**src/rtl/add_sub_serial.sv**
```systemverilog
// Bit-serial adder/subtractor: one result bit per clock, LSB first, result
// and carry-out are published together with a one-cycle done pulse.
//
// state | meaning
// IDLE  | waiting for start; s/cout hold the last result
// RUN   | shifting one operand bit per edge through the full adder
module add_sub_serial #(
  parameter int WIDTH = 4
) (
  input  logic             clk,
  input  logic             rst,
  input  logic             start,
  input  logic [WIDTH-1:0] a,
  input  logic [WIDTH-1:0] b,
  input  logic             sel,
  output logic [WIDTH-1:0] s,
  output logic             cout,
  output logic             busy,
  output logic             done
);

  localparam int CW = (WIDTH > 1) ? $clog2(WIDTH) : 1;
  localparam logic [CW-1:0] LAST = CW'(WIDTH - 1);

  typedef enum logic {IDLE, RUN} state_t;

  state_t           state_q, state_d;
  logic [CW-1:0]    cnt_q, cnt_d;
  logic [WIDTH-1:0] a_q, a_d;
  logic [WIDTH-1:0] b_q, b_d;
  logic [WIDTH-1:0] sh_q, sh_d;
  logic [WIDTH-1:0] s_q, s_d;
  logic             c_q, c_d;
  logic             cout_q, cout_d;
  logic             done_q, done_d;

  logic             sum_bit;
  logic             carry_bit;

  always_ff @(posedge clk) begin
    if (rst) begin
      state_q <= IDLE;
      cnt_q   <= '0;
      a_q     <= '0;
      b_q     <= '0;
      sh_q    <= '0;
      s_q     <= '0;
      c_q     <= 1'b0;
      cout_q  <= 1'b0;
      done_q  <= 1'b0;
    end else begin
      state_q <= state_d;
      cnt_q   <= cnt_d;
      a_q     <= a_d;
      b_q     <= b_d;
      sh_q    <= sh_d;
      s_q     <= s_d;
      c_q     <= c_d;
      cout_q  <= cout_d;
      done_q  <= done_d;
    end
  end

  // b_q already holds ~b for subtract; carry seeded with sel supplies the +1
  assign sum_bit   = a_q[0] ^ b_q[0] ^ c_q;
  assign carry_bit = (a_q[0] & b_q[0]) | (a_q[0] & c_q) | (b_q[0] & c_q);

  always_comb begin
    state_d = state_q;
    cnt_d   = cnt_q;
    a_d     = a_q;
    b_d     = b_q;
    sh_d    = sh_q;
    s_d     = s_q;
    c_d     = c_q;
    cout_d  = cout_q;
    done_d  = 1'b0;

    unique case (state_q)
      IDLE: begin
        if (start) begin
          a_d     = a;
          b_d     = sel ? ~b : b;
          c_d     = sel;
          cnt_d   = '0;
          state_d = RUN;
        end
      end
      RUN: begin
        a_d   = a_q >> 1;
        b_d   = b_q >> 1;
        c_d   = carry_bit;
        sh_d  = {sum_bit, sh_q[WIDTH-1:1]};
        cnt_d = cnt_q + CW'(1);
        if (cnt_q == LAST) begin
          s_d     = {sum_bit, sh_q[WIDTH-1:1]};
          cout_d  = carry_bit;
          done_d  = 1'b1;
          state_d = IDLE;
        end
      end
      default: state_d = IDLE;
    endcase
  end

  assign s    = s_q;
  assign cout = cout_q;
  assign done = done_q;
  assign busy = (state_q == RUN);

endmodule

```
**config.mk**
```make
export PLATFORM = sky130hd
export DESIGN_NAME = add_sub_serial
export DESIGN_NICKNAME = d
export VERILOG_FILES = /design/src/rtl/add_sub_serial.sv
export SDC_FILE = /design/constraint.sdc
export NUM_CORES = 1
export LEC_CHECK = 0
export CORE_UTILIZATION = 56
export CTS_BUF_LIST = sky130_fd_sc_hd__clkbuf_2
export DETAILED_ROUTE_END_ITERATION = 12
export DONT_BUFFER_PORTS = 1
export HOLD_SLACK_MARGIN = 0.06
export PLACE_DENSITY = 0.81
export SLEW_MARGIN = 5
export SYNTH_ARGS = -nofsm -noshare
export SYNTH_HDL_FRONTEND = slang
export SYNTH_SLANG_ARGS = --single-unit
```
**constraint.sdc**
```tcl
create_clock -name clk -period 1.6 [get_ports clk]
set_clock_uncertainty 0.05 [all_clocks]
set_input_delay 0.24 -clock clk [delete_from_list [all_inputs] [get_ports clk]]
set_output_delay 0.24 -clock clk [all_outputs]
set_load 0.02 [all_outputs]
```
Yosys cells after proc, flatten, opt, wreduce, memory -nomap -nowiden
Index checks and enable logic that the tools add are counted.
Storage, ports and cells
  bits in registers: 22
  logic and storage cells: 36
  bits in writable memories: 0
  output and inout bits: 7
  bits in latches: 0
  memories: 0
  input port bits: 12
  ROM bits: 0
Operators by class
  muxes and demuxes: 13
  multipliers: 0
  bitwise operators: 9
  magnitude comparators: 0
  div/mod/pow operators: 0
  reduce and logical (&&, ||, !) cells: 2
  shifts and indexed selects: 0
  equality and inequality tests: 2
  add/sub/neg operators: 1
Operators by type and width (number)
  $pmux 4 s2: 2
  $mux 4: 3
  $mux 1: 4
  $not 4->4: 1
  $pmux 1 s2: 2
  $pmux 2 s2: 1
  $and 1x1->1: 3
  $add 2x1->2 const B: 1
  $eq 2x2->1 const B: 1
  $mux 2: 1
  $ne 2x2->1 const B: 1
  $or 1x1->1: 2
  $reduce_and 2->1: 1
  $reduce_or 2->1: 1
  $xor 1x1->1: 2
  $not 1->1: 1

Longest topological paths before layout
  depth after elaboration: 4
  gate-level depth with buffers: 4
  depth with buffers taken out: 3

Worst setup path before layout
OpenSTA, ideal clock, no wires.
  kind: reg-to-reg
  start point: register state_q (netlist: busy)
  end point: register cnt_q[0]
  setup slack: 0.438 ns
  path buffers: 1
  data required time: 1.483 ns
  stages on the path, launching flop included: 4
  period minus slack after synthesis: 1.162 ns
  data arrival time: 1.045 ns
  library setup time: 0.067 ns
  cell sequence: dfxtp_1 buf_6 or3b_1 a21oi_2
Between the ends
  word-level cells in the longest chain between the ends: 2
  elaborated cells between the ends (all ways): 3
  those cells by class: eq/ne: 1; mux: 1; bitwise: 1
Ends and longest elaborated chain
  start: declaration: RTL line 27  | state_t state_q, state_d;
  start signal: assignment: RTL line 52  | state_q <= state_d;
  $not 1->1
  $pmux 2 s2 / $ne 2x2->1 (equally long branches)
  end signal: assignment: RTL line 53  | cnt_q <= cnt_d;
  end: declaration: RTL line 28  | logic [CW-1:0] cnt_q, cnt_d;
Parallel ways exist; a longest one is shown, timed or not.
A chain may end at the register's enable or synchronous reset.

Worst setup path after layout
  start point: input port rst
  end point: register b_q[1]
RTL lines
  start: declaration: RTL line 11  | input logic rst,
  end signal: assignment: RTL line 45  | b_q <= '0;
  end signal: assignment: RTL line 55  | b_q <= b_d;
  end: declaration: RTL line 30  | logic [WIDTH-1:0] b_q, b_d;
No word-level cell between the ends.

==> flow_summary.json <==
{
  "htreeDepth": 1,
  "dp.cells": 104,
  "cts_sinks": 21,
  "fp.dieW_um": 43.32,
  "final_common_cell": "dfxtp_1",
  "dr.pass1.iters": 2,
  "netlist_area_um2": 955.9,
  "synth_top_area_cell": "dfxtp_1",
  "required_ps": 1760,
  "grt_max_degree": 23,
  "sequentialPowerShare": 0.629,
  "rows": 14,
  "totalWireLength_mm": 1.893,
  "synth.area.top_cells": "dfxtp_1 (44%), mux2i_1 (8.4%), a21bo_2 (5.2%)",
  "rsz0062_at_grt": "no",
  "fin_ws_ps": 216.8,
  "power_frac_clock": 0.251,
  "finalSetupTns_ps": 0,
  "dpl_cell_area_um2": 940.9,
  "timing.slew.headroom": 0.4682,
  "path_depth": 2,
  "cp_max_fo": 21,
  "ioPinCount": 19,
  "dr_total_vias": 689,
  "place.gp.congestion": 0.7408,
  "numCtsBuffers": 3,
  "multi_input_area_um2": 474.2,
  "avgSynthCellArea_um2": 10.28,
  "worst-setup-path-type": "in2reg",
  "critical_path.n_buffers_inverters": 1,
  "max_cap_viol_count": 0,
  "powerDensity_mw_per_mm2": 922.3,
  "p_leak_nw": 0.3725,
  "whs_path_depth": 2,
  "wire_per_inst_um": 17.05,
  "cp_top_family": "buffers and inverters",
  "synth.distinct_cells": 24,
  "p_sw_frac": 0.2649,
  "grt_pass1_vias": 670,
  "peakVddDrop_mv": 0.6989,
  "antenna_cells": 0,
  "path_clk_slew_ps": 200,
  "worst_setup_path_end_kind": "flop",
  "holdCritPathClass": "in2reg",
  "area_growth_syn_to_layout_pct": 3.796,
  "initial_utilization": 0.6201,
  "ff2ff_path_depth": 3,
  "final_cell_area_um2": 992.2,
  "nNetsFinal": 110,
  "crit_path_top_delay_cell": "dlygate4sd3_1",
  "drv_slew": 0,
  "post-place-ws_ps": 226.5,
  "p_switching_w": 0.0002424,
  "r2r_start": "cnt_q[0]",
  "fp.coreArea_mm2": 0.001541,
  "cts_tree": "built",
  "startpoint_type": "primary input",
  "dpl.hpwl_mm": 1.201,
  "hold_violations": 0,
  "drive_above_1_share": 0.1579,
  "ys_warn_count": 0,
  "synth_fp_nets": 107,
  "p_int_w": 0.0006727,
  "route.detailed.drc": 0,
  "fmax_ghz": 0.7230,
  "grt.overflow.total": 0,
  "comb_power_share": 0.120,
  "power_w": 0.0009151,
  "r2r_slack_ps": 260,
  "period_minus_slack_ps": 1383,
  "slowest_delay_ps": 1050,
  "layout_common_cells": "dfxtp_1 (20), mux2i_1 (8), nor2_1 (6), a21oi_1 (6)",
  "clockRootBuffer": "clkbuf_2",
  "hp-start": "rst",
  "ant_nets": 0,
  "drt_iter0_drc": 6,
  "finalSetupViolations": 0,
  "design.die.area_mm2": 0.001876,
  "cp_cell_sequence": "dlygate4sd3_1 -> o221ai_1",
  "fp.dieH_um": 43.32,
  "fin_crit_sh": 0.8645,
  "clockBufferDepth": 2,
  "syn_inst": 93,
  "crit_arrival_ps": 1540,
  "worstMarginPinSlew_ps": 795.0,
  "seq_area_frac_synth": 0.4398,
  "clock_latency_ps": 330,
  "numPortBuffers": 0,
  "post_drt_via_cell_ratio": 6.207,
  "instances_no_fill": 111,
  "r2r-end": "s[3]",
  "grt_pass1_wl_mm": 3.029,
  "netlist.area_leader.share": 0.4398,
  "grtUsageTotal": 0.2242,
  "outcome": "completed",
  "antenna_found_initial": 0,
  "hold_path_end": "b_q[2]",
  "ys_ff_latch": 21,
  "seqCellArea_um2": 421.7,
  "fillers": 126
}
-- per-stage QoR --
| stage | util | hold slack [ps] |
|---|---|---|
| after global placement | 0.6104 | 255.0 |
| after global routing | 0.6437 | 72.46 |
| after detailed placement | 0.6104 | 256.5 |
| final | 0.6437 | 57.64 |
| after CTS | 0.6429 | 60.67 |
| after floorplan | - | 266.0 |
-- per-layer routing --
| metal | wire, um | vias up | global-route usage |
|---|---|---|---|
| met5 | 0 | - | 0 |
| met4 | 42 | 0 | 0.1273 |
| met3 | 62 | 6 | 0.03830 |
| met2 | 937 | 17 | 0.3522 |
| met1 | 850 | 329 | 0.2903 |
| li1 | - | 337 | - |
-- registers in the layout (all words and copies together) (netlist names), 2 cells and up --
name,count
sh_q,3
cnt_q,2
a_q,4
b_q,4
s,4
-- cell type report --
type | count | area share
clock buffer | 4 | 0.02018
inverter | 1 | 0.003783
multi-input combinational | 63 | 0.4779
sequential | 21 | 0.4250
tap | 16 | 0.02018
timing repair buffer | 6 | 0.05296
-- worst max-delay path by stage --
stage,slack (ps),endpoint,start
2_1_floorplan,440,cnt_q[0],busy
3_3_place_gp,280,sh_q[2],busy
3_5_place_dp,230,sh_q[2],busy
4_1_cts,10,busy,busy
5_1_grt,120,b_q[1],rst
6_report,220,b_q[1],rst
-- power by group through the flow --
stage / combinational [W] / sequential, W / clock [W]
after floorplan: 0.0000979 / 0.000576 / 0
after global routing: 0.000120 / 0.000580 / 0.000240
after CTS: 0.000107 / 0.000574 / 0.000230
after detailed placement: 0.0000910 / 0.000585 / 0
after global placement: 0.0000888 / 0.000583 / 0
final: 0.000110 / 0.000576 / 0.000230
-- logic make-up after synthesis --
group	after synthesis	synth area share
xor gates and xnor gates	4	0.03665
and+or+nand+nor	28	0.1662
DFF	21	0.4398
muxes	8	0.08377
AOI/OAI and AO/OA	21	0.1754
adders and majority gates	2	0.03403
buffers and inverters	9	0.06413
-- cells in the mapped netlist --
master     count
xnor2_1        4
buf_2          1
or3b_1         3
nor2_1         6
a21bo_2        5
a21oi_1        6
o221ai_1       3
a21oi_2        1
nor2b_1        4
fa_1           1
ha_1           1
buf_6          2
clkbuf_1       2
nor3_1         1
nand3_1        5
dfxtp_1       21
a2111oi_2      1
a211oi_1       5
inv_1          1
buf_4          3
nand2_1        5
nand2b_1       1
or4b_1         3
mux2i_1        8
-- what timing repair did --
action / in CTS / in global routing
hold buffers: 3 / 0
gates resized for setup: 0 / 1
hold endpoints to repair: 21 / 0
setup endpoints to repair: 0 / 1
buffers inserted: 0 / 0
No activity file was read; power rests on OpenSTA's default activity.
